--- src/rtl/i2s_pcm_capture.sv ---
// I2S-style slot deserialiser behind the S/PDIF decoder: oversamples bck/ws/d0 on clk_in,
// assembles left/right words and offers stereo pairs on a valid/ready handshake.
module i2s_pcm_capture #(
   parameter int DATA_W      = 24,
   parameter bit LSB_FIRST   = 1'b0,
   parameter int SYNC_STAGES = 2
) (
   input  logic              clk_in,
   input  logic              reset,
   input  logic              i2s_bck,
   input  logic              i2s_ws,
   input  logic              i2s_d0,
   input  logic              audio_locked,
   output logic [DATA_W-1:0] pcm_left,
   output logic [DATA_W-1:0] pcm_right,
   output logic              pcm_valid,
   input  logic              pcm_ready,
   output logic              frame_err,
   output logic              overrun
);

   // Handshake: a pair transfers on any clk_in edge where pcm_valid & pcm_ready; pcm_valid
   // never drops and pcm_left/pcm_right never change while a pair is waiting for acceptance.

   typedef enum logic [1:0] {
      IDLE  = 2'd0,
      LEFT  = 2'd1,
      RIGHT = 2'd2
   } state_t;

   localparam logic [6:0] WORD_BITS = 7'(DATA_W);

   logic [SYNC_STAGES-1:0] bck_sync;
   logic [SYNC_STAGES-1:0] ws_sync;
   logic [SYNC_STAGES-1:0] d_sync;
   logic                   bck_s;
   logic                   bck_q;
   logic                   ws_s;
   logic                   d_s;
   logic                   ws_p;
   logic                   bck_rise;

   state_t                 state_q;
   state_t                 state_d;
   logic [5:0]             cnt_q;
   logic [5:0]             cnt_d;
   logic [DATA_W-1:0]      sr_q;
   logic [DATA_W-1:0]      sr_d;
   logic [DATA_W-1:0]      left_hold_q;
   logic [DATA_W-1:0]      left_hold_d;
   logic                   left_ok_q;
   logic                   left_ok_d;
   logic                   emit_d;
   logic                   frame_err_d;
   logic                   cnt_full;

   logic                   emit_q;
   logic [DATA_W-1:0]      emit_left_q;
   logic [DATA_W-1:0]      emit_right_q;

   function automatic logic [DATA_W-1:0] shift_in(input logic [DATA_W-1:0] v,
                                                  input logic              b);
      if (LSB_FIRST)
         return {b, v[DATA_W-1:1]};
      else
         return {v[DATA_W-2:0], b};
   endfunction

   function automatic logic [5:0] cnt_inc(input logic [5:0] c);
      return (c == 6'd63) ? c : c + 6'd1;
   endfunction

   always_ff @(posedge clk_in) begin
      if (reset) begin
         bck_sync <= '0;
         ws_sync  <= '0;
         d_sync   <= '0;
         bck_q    <= 1'b0;
         ws_p     <= 1'b0;
      end else begin
         bck_sync[0] <= i2s_bck;
         ws_sync[0]  <= i2s_ws;
         d_sync[0]   <= i2s_d0;
         for (int i = 1; i < SYNC_STAGES; i++) begin
            bck_sync[i] <= bck_sync[i-1];
            ws_sync[i]  <= ws_sync[i-1];
            d_sync[i]   <= d_sync[i-1];
         end
         bck_q <= bck_s;
         if (bck_rise)
            ws_p <= ws_s;
      end
   end

   assign bck_s    = bck_sync[SYNC_STAGES-1];
   assign ws_s     = ws_sync[SYNC_STAGES-1];
   assign d_s      = d_sync[SYNC_STAGES-1];
   assign bck_rise = bck_s & ~bck_q;
   assign cnt_full = ({1'b0, cnt_q} >= WORD_BITS);

   always_ff @(posedge clk_in) begin
      if (reset) begin
         state_q     <= IDLE;
         cnt_q       <= '0;
         sr_q        <= '0;
         left_hold_q <= '0;
         left_ok_q   <= 1'b0;
      end else begin
         state_q     <= state_d;
         cnt_q       <= cnt_d;
         sr_q        <= sr_d;
         left_hold_q <= left_hold_d;
         left_ok_q   <= left_ok_d;
      end
   end

   always_comb begin
      state_d     = state_q;
      cnt_d       = cnt_q;
      sr_d        = sr_q;
      left_hold_d = left_hold_q;
      left_ok_d   = left_ok_q;
      emit_d      = 1'b0;
      frame_err_d = 1'b0;

      if (!audio_locked) begin
         state_d   = IDLE;
         cnt_d     = '0;
         sr_d      = '0;
         left_ok_d = 1'b0;
      end else if (bck_rise) begin
         case (state_q)
            IDLE: begin
               if (ws_p && !ws_s) begin
                  state_d = LEFT;
                  cnt_d   = 6'd1;
                  sr_d    = shift_in('0, d_s);
               end
            end

            LEFT: begin
               if (!ws_s) begin
                  // Bits beyond the word width are counted but not shifted.
                  if (!cnt_full)
                     sr_d = shift_in(sr_q, d_s);
                  cnt_d = cnt_inc(cnt_q);
               end else begin
                  if (cnt_full) begin
                     left_hold_d = sr_q;
                     left_ok_d   = 1'b1;
                  end else begin
                     left_ok_d   = 1'b0;
                     frame_err_d = 1'b1;
                  end
                  state_d = RIGHT;
                  cnt_d   = 6'd1;
                  sr_d    = shift_in('0, d_s);
               end
            end

            RIGHT: begin
               if (ws_s) begin
                  if (!cnt_full)
                     sr_d = shift_in(sr_q, d_s);
                  cnt_d = cnt_inc(cnt_q);
               end else begin
                  // A short left slot already raised its error; only the right length is judged here.
                  if (!cnt_full)
                     frame_err_d = 1'b1;
                  else if (left_ok_q)
                     emit_d = 1'b1;
                  state_d = LEFT;
                  cnt_d   = 6'd1;
                  sr_d    = shift_in('0, d_s);
               end
            end

            default: begin
               state_d   = IDLE;
               cnt_d     = '0;
               sr_d      = '0;
               left_ok_d = 1'b0;
            end
         endcase
      end
   end

   // Completed pair is staged one cycle, then offered to the consumer.
   always_ff @(posedge clk_in) begin
      if (reset) begin
         emit_q       <= 1'b0;
         emit_left_q  <= '0;
         emit_right_q <= '0;
         frame_err    <= 1'b0;
      end else begin
         emit_q    <= emit_d;
         frame_err <= frame_err_d;
         if (emit_d) begin
            emit_left_q  <= left_hold_q;
            emit_right_q <= sr_q;
         end
      end
   end

   always_ff @(posedge clk_in) begin
      if (reset) begin
         pcm_left  <= '0;
         pcm_right <= '0;
         pcm_valid <= 1'b0;
         overrun   <= 1'b0;
      end else begin
         if (emit_q) begin
            if (!pcm_valid || pcm_ready) begin
               pcm_left  <= emit_left_q;
               pcm_right <= emit_right_q;
               pcm_valid <= 1'b1;
            end else begin
               overrun <= 1'b1;
            end
         end else if (pcm_valid && pcm_ready) begin
            pcm_valid <= 1'b0;
         end
      end
   end

endmodule
--- config.mk ---
export PLATFORM = sky130hd
export DESIGN_NAME = i2s_pcm_capture
export DESIGN_NICKNAME = d
export VERILOG_FILES = /design/src/rtl/i2s_pcm_capture.sv
export SDC_FILE = /design/constraint.sdc
export NUM_CORES = 1
export LEC_CHECK = 0
export BUFFER_PORTS_ARGS = -buffer_cell sky130_fd_sc_hd__buf_2
export CAP_MARGIN = 20
export CORE_UTILIZATION = 35
export DETAILED_ROUTE_END_ITERATION = 7
export SYNTH_ARGS = -nofsm -noshare
export SYNTH_HDL_FRONTEND = slang
export SYNTH_SLANG_ARGS = --single-unit
--- constraint.sdc ---
create_clock -name clk_in -period 1.8 [get_ports clk_in]
set_input_delay 0.27 -clock clk_in [delete_from_list [all_inputs] [get_ports clk_in]]
set_output_delay 0.27 -clock clk_in [all_outputs]
set_load 0.1 [all_outputs]
==> results of run 1 <==
power groups by stage:
stage	Combinational, mW	Sequential, mW	Clock (mW)
2_1_floorplan	0.0749	3.74	0
4_1_cts	0.0989	3.66	3.65
3_3_place_gp	0.0997	3.74	0
3_5_place_dp	0.0989	3.74	0
5_1_grt	0.106	3.66	3.81
6_report	0.0981	3.66	3.55
cell families (layout without fill, tap and decap cells):
logic type,Yosys count,count (layout)
buffers and inverters,55,111
adders and majority gates,6,6
muxes,27,27
AOI/OAI and AO/OA,148,148
and+or+nand+nor,314,314
DFF,165,165
flip-flops by register name, summed over array words and instances (netlist names), 2 cells and up:
register / count
emit_left_q: 24
emit_right_q: 24
left_hold_q: 24
pcm_left: 24
pcm_right: 24
sr_q: 24
cnt_q: 6
bck_sync: 2
d_sync: 2
state_q: 2
ws_sync: 2
timing repair:
action,CTS,global route
endpoints found under the setup margin,0,8
resized for setup,0,2
setup buffers,0,0
endpoints found under the hold margin,0,0
worst max-delay path: cells and delay by family, from the launching register on:
kind / cells / cell delay, ns
flops: 1 / 0.38
mux: 1 / 0.22
fa+ha+maj: 1 / 0.26
simple gates: 1 / 0.04
buf+inv: 2 / 0.33
compound gates: 1 / 0.37
per-layer routing:
layer / share of wire / routed length, µm
met5: 0 / 0
met4: 0.011 / 138
met3: 0.042 / 524
met2: 0.44 / 5410
met1: 0.51 / 6360
layout by cell type, fill, tap and decap left out, drive strengths merged:
cell type  Yosys  layout
a2111oi        1       1
a211o          2       2
a211oi         4       4
a21o           2       2
a21oi        131     131
a221oi         1       1
a311oi         1       1
a31oi          1       1
a32o           1       1
and2           1       1
and2b          1       1
and3           1       1
and3b          1       1
and4           3       3
buf           23      73
bufinv         0       2
clkbuf        26      29
clkinv         0       1
dfxtp        165     165
ha             6       6
inv            6       6
mux2           2       2
mux2i         25      25
nand2        246     246
nand2b         5       5
nand3          2       2
nand4          2       2
nand4b         1       1
nor2          35      35
nor2b         10      10
nor3           4       4
nor4           1       1
o21ai          3       3
o31ai          1       1
or4            1       1
stage by stage:
step                TNS (ns)  utilization  hold WS, ns  setup slack (ns)
finish                     0        0.430       0.0580            0.0737
global route         -0.0277        0.430       0.0456           -0.0145
CTS                        0        0.428       0.0416            0.0898
detailed placement         0        0.393        0.427             0.107
global placement           0        0.393        0.417             0.162
floorplan                  0            -        0.398            0.0658
how the worst min path moves through the flow:
stage,end,cells past startpoint,slack (ns)
3_3_place_gp,bck_sync[1]$_SDFF_PP0_,1,0.42
2_1_floorplan,bck_sync[0]$_SDFF_PP0_,1,0.40
3_5_place_dp,bck_sync[1]$_SDFF_PP0_,1,0.43
5_1_grt,ws_sync[0]$_SDFF_PP0_,2,0.05
4_1_cts,bck_sync[0]$_SDFF_PP0_,2,0.04
6_report,d_sync[0]$_SDFF_PP0_,2,0.06
cell type report:
cell class	count	area (µm²)	share of cell area
sequential	165	3300	0.459
multi-input combinational	495	2500	0.347
timing repair buffer	74	520	0.0723
clock buffer	28	517	0.0718
tap	220	275	0.0382
clock inverter	3	65.1	0.00904
inverter	6	22.5	0.00313
==> impl_metrics.tcl, run 1 <==
set metrics [dict create \
    yosysWarnings 0 \
    dpl.cell_count 959 \
    synth_mux_area_frac 0.0450 \
    grt.total_usage 0.147 \
    max_stage_delay_ns 0.38 \
    max_freq_mhz 579 \
    fin_crit_sh 0.959 \
    grt_pass1_wl_mm 21.1 \
    synth.top_cells.by_area "dfxtp_1 54%, nand2_1 15%, a21oi_1 11%" \
    startpoint "state_q[0]$_SDFFE_PP0P_" \
    grt_overflow_total 0 \
    cts.sinks 165 \
    power.switching_mw 1.41 \
    vias 4658 \
    path_cells "inv_1, ha_2, a211oi_4, clkbuf_16, mux2i_1, nor2_2" \
    p_per_area_nw_per_um2 1020 \
    synth_cells 715 \
    top_usage_layer "met2" \
    dp_hpwl_mm 7.67 \
    critical_path_arrival_ns 2.03 \
    ant_nets 0 \
    synth_top_area_cell "dfxtp_1" \
    dieArea_um2 17900 \
    power_frac_comb 0.013 \
    place_area_um2 6590 \
    worstSetupPathType "flop to flop" \
    die_w_um 134 \
    seqPwrFrac 0.501 \
    synth_top_area_share 0.545 \
    p_sw_frac 0.193 \
    synth_compound_area_frac 0.132 \
    synth_cell_types 42 \
    use_met1 0.196 \
    critPathLaunchType "flop" \
    fin_total_pwr_mw 7.31 \
    syn_area_um2 6060 \
    ys.flop_type "dfxtp_1" \
    grt_use_met3 0.0415 \
    hp-start "i2s_d0" \
    reg2reg_depth 6 \
    fp.dieH_um 134 \
    synth_edf_count 0 \
    internal_power_mw 5.90 \
    finalWirelength_mm 12.4 \
    synth_xor_area_frac 0 \
    period_minus_slack_ns 1.73 \
    tightest_slew_ns 0.600 \
    async_flop_share 0 \
    slew_viol_final 0 \
    instances_no_fill 991 \
    r2r-start "state_q[0]$_SDFFE_PP0P_" \
    final_nets 772 \
    maxCapViolCount 0 \
    r2r-end "sr_q[19]$_SDFFE_PP0P_" \
    cts-buffers-inserted 17 \
    syn-num-nets 728 \
    ys_ff_latch 165 \
    pin_count 58 \
    min_path_type "input pin to flop" \
    area_delta_synth_final_pct 18.7 \
    power_frac_clock 0.486 \
    cpMaxStageDelayCell "dfxtp_1" \
    synth_fa_ha_area_frac 0.0124 \
    yosysSeqAreaShare 0.545 \
    antennaDiodeCount 0 \
    portBuffers 57 \
    cts_tree "built" \
    antenna_found_initial 0 \
    start_util 0.362 \
    ir_worst_vdd_v 0.000698 \
    synth_most_common_cell "nand2_1" \
    syn_avg_cell_area_um2 8.48 \
    path_max_fanout 11 \
    core-area_um2 16800 \
    yosys.area_share.simple 0.219 \
    worst_setup_path_end_kind "flop" \
    clkTransAtPathRegs_ns 0.06 \
    grt_max_degree 132 \
    gp_congestion 0.787 \
    h-tree-depth 4 \
    reg2reg_setup_slack_ns 0.07 \
    leakagePower_nw 2.48 \
    use_met2 0.222 \
    layout-drive-gt1-share 0.173 \
    ctsHoldBuffers 0 \
    critPathRequiredTime_ns 2.10 \
    drt_iter0_drc 207 \
    slew_headroom 0.600 \
    hold_violations 0 \
    cts-root-buf "clkbuf_16" \
    setup_violations 0 \
    wl_per_cell_um 12.5 \
    fin_worst_skew_ns 0.0115 \
    cp-endpoint "sr_q[19]$_SDFFE_PP0P_" \
    post-route-cell-area_um2 7200 \
    status "completed" \
    rows 47 \
    viasPerCell 4.70 \
    drc_errors 0 \
    grt_pass1_vias 4291 \
    netlist_top_cells_count "246 x nand2_1, 165 x dfxtp_1, 131 x a21oi_1" \
    synth_top_family_by_area "simple AND/OR/NAND/NOR gates" \
    clockBufferDepth 2 \
    first_pass_iters 4 \
    insertion_delay_ns 0.42 \
    fillCellCount 1688 \
]
Power figures use the tool's default switching activity.
==> run 2: changes to the inputs <==
==> constraint.sdc (replaced) <==
create_clock -name clk_in -period 2.01 [get_ports clk_in]
set_input_delay 0.3015 -clock clk_in [delete_from_list [all_inputs] [get_ports clk_in]]
set_output_delay 0.3015 -clock clk_in [all_outputs]
set_load 0.1 [all_outputs]
==> impl_metrics.tcl, run 2 (synthesized netlist as in run 1, its figures left out) <==
set metrics [dict create \
    status "completed" \
    drt_iter0_drc 187 \
    fin_crit_sh 0.897 \
    antennaDiodeCount 0 \
    final_common_cell "nand2_1" \
    period_minus_slack_ns 1.80 \
    grt_max_degree 122 \
    hold_violations 0 \
    reg2reg_setup_slack_ns 0.21 \
    ctsHoldBuffers 0 \
    worstSetupPathType "flop to flop" \
    holdPathEnd "d_sync[0]$_SDFF_PP0_" \
    antenna_found_initial 0 \
    insertion_delay_ns 0.43 \
    h-tree-depth 4 \
    slew_viol_final 0 \
    cts_tree "built" \
    cts-buffers-inserted 17 \
    grt_pass1_wl_mm 20.3 \
    start_util 0.362 \
    critPathLaunchType "flop" \
    finalWirelength_mm 12.2 \
    fin_worst_skew_ns 0.00733 \
    path_max_fanout 48 \
    clockBufferDepth 2 \
    ir_worst_vdd_v 0.000627 \
    wl_per_cell_um 12.3 \
    reg2reg_depth 7 \
    hp-start "i2s_d0" \
    core-area_um2 16800 \
    hold_path_depth 2 \
    rows 47 \
    ant_nets 0 \
    grt_pass1_vias 4178 \
    leakagePower_nw 2.48 \
    setup_violations 0 \
    slew_headroom 0.630 \
    final_nets 768 \
    startpoint "state_q[0]$_SDFFE_PP0P_" \
    cts.sinks 165 \
    pin_count 58 \
    grt.total_usage 0.142 \
    hold_slack_ns 0.0842 \
    cts_setup_buffers 0 \
    first_pass_iters 4 \
    cts_resized 0 \
    grt_setup_unrepaired "false" \
    grt_overflow_total 0 \
    layout-drive-gt1-share 0.173 \
    dp_hpwl_mm 7.52 \
    vias 4615 \
    maxCapViolCount 0 \
    tightest_slew_ns 0.555 \
    worst_setup_path_end_kind "flop" \
    cts-root-buf "clkbuf_16" \
    tns_ns 0 \
    critPathRequiredTime_ns 2.36 \
    viasPerCell 4.67 \
    p_per_area_nw_per_um2 947 \
    gp_congestion 0.822 \
    max_freq_mhz 554 \
    fin_total_pwr_mw 6.80 \
    dieArea_um2 17900 \
    die_w_um 134 \
    portBuffers 57 \
    fillCellCount 1730 \
    critical_path_arrival_ns 2.16 \
    final_cell_mix "246 x nand2_1, 164 x dfxtp_1, 131 x a21oi_1" \
    clkTransAtPathRegs_ns 0.07 \
    r2r-start "state_q[0]$_SDFFE_PP0P_" \
    fp.dieH_um 134 \
    r2r-end "emit_right_q[8]$_SDFFE_PP0P_" \
    min_path_type "input pin to flop" \
    area_delta_synth_final_pct 18.4 \
    drc_errors 0 \
]
## run 2: cell count changes in the layout (fill, tap and decap cells not counted), moves of 2 or more
cell       before  now
inv_6           0    5
clkbuf_1        6    1
clkinv_4        0    2
clkbuf_8        5    0
bufinv_16       2    4
buf_4          10    8
## run 2: worst max-delay path, cell delays in order, from the launching register on
cell	delay, ns
dfxtp_1	0.34
inv_1	0.08
ha_1	0.24
and2b_2	0.17
and4_1	0.17
buf_4	0.41
nand2_1	0.13
a21oi_1	0.14
## run 2: worst max path at each step
stage                                    end  cells past startpoint
2_1_floorplan          sr_q[10]$_SDFFE_PP0P_                      7
3_3_place_gp    emit_right_q[4]$_SDFFE_PP0P_                      7
3_5_place_dp   emit_right_q[17]$_SDFFE_PP0P_                      7
4_1_cts        emit_right_q[17]$_SDFFE_PP0P_                      7
5_1_grt         emit_right_q[8]$_SDFFE_PP0P_                      7
6_report        emit_right_q[8]$_SDFFE_PP0P_                      7
## run 2: routing by layer
| layer | vias to the layer above | global-route usage | part of all wire |
|---|---|---|---|
| li1 | 2417 | - | - |
| met1 | 2107 | 0.188 | 0.50 |
| met2 | 74 | 0.216 | 0.44 |
| met3 | 17 | 0.0400 | 0.043 |
| met4 | 0 | 0.0587 | 0.016 |
| met5 | - | 0 | 0 |
## run 2: stage by stage
stage,setup slack [ns],cells,cell area (µm²),util
3_3_place_gp,0.247,955,6530,0.390
6_report,0.207,988,7180,0.428
4_1_cts,0.199,987,7160,0.427
5_1_grt,0.0286,988,7180,0.428
3_5_place_dp,0.218,955,6530,0.390
2_1_floorplan,0.276,715,6070,-
## run 2: cell type report
cell class / instances / area [µm²] / share of cell area
sequential: 165 / 3300 / 0.460
timing repair buffer: 70 / 460 / 0.0641
tap: 220 / 275 / 0.0383
inverter: 6 / 22.5 / 0.00314
clock inverter: 14 / 199 / 0.0277
clock buffer: 18 / 429 / 0.0598
multi-input combinational: 495 / 2490 / 0.347
## run 2: power breakdown
part | total (mW) | internal, mW | leakage (nW) | switching, mW
clock network | 3.43 | 2.10 | 0.306 | 1.33
logic | 0.0894 | 0.0231 | 0.841 | 0.0662
registers | 3.28 | 3.28 | 1.33 | 0.00361
total | 6.80 | 5.40 | 2.48 | 1.40
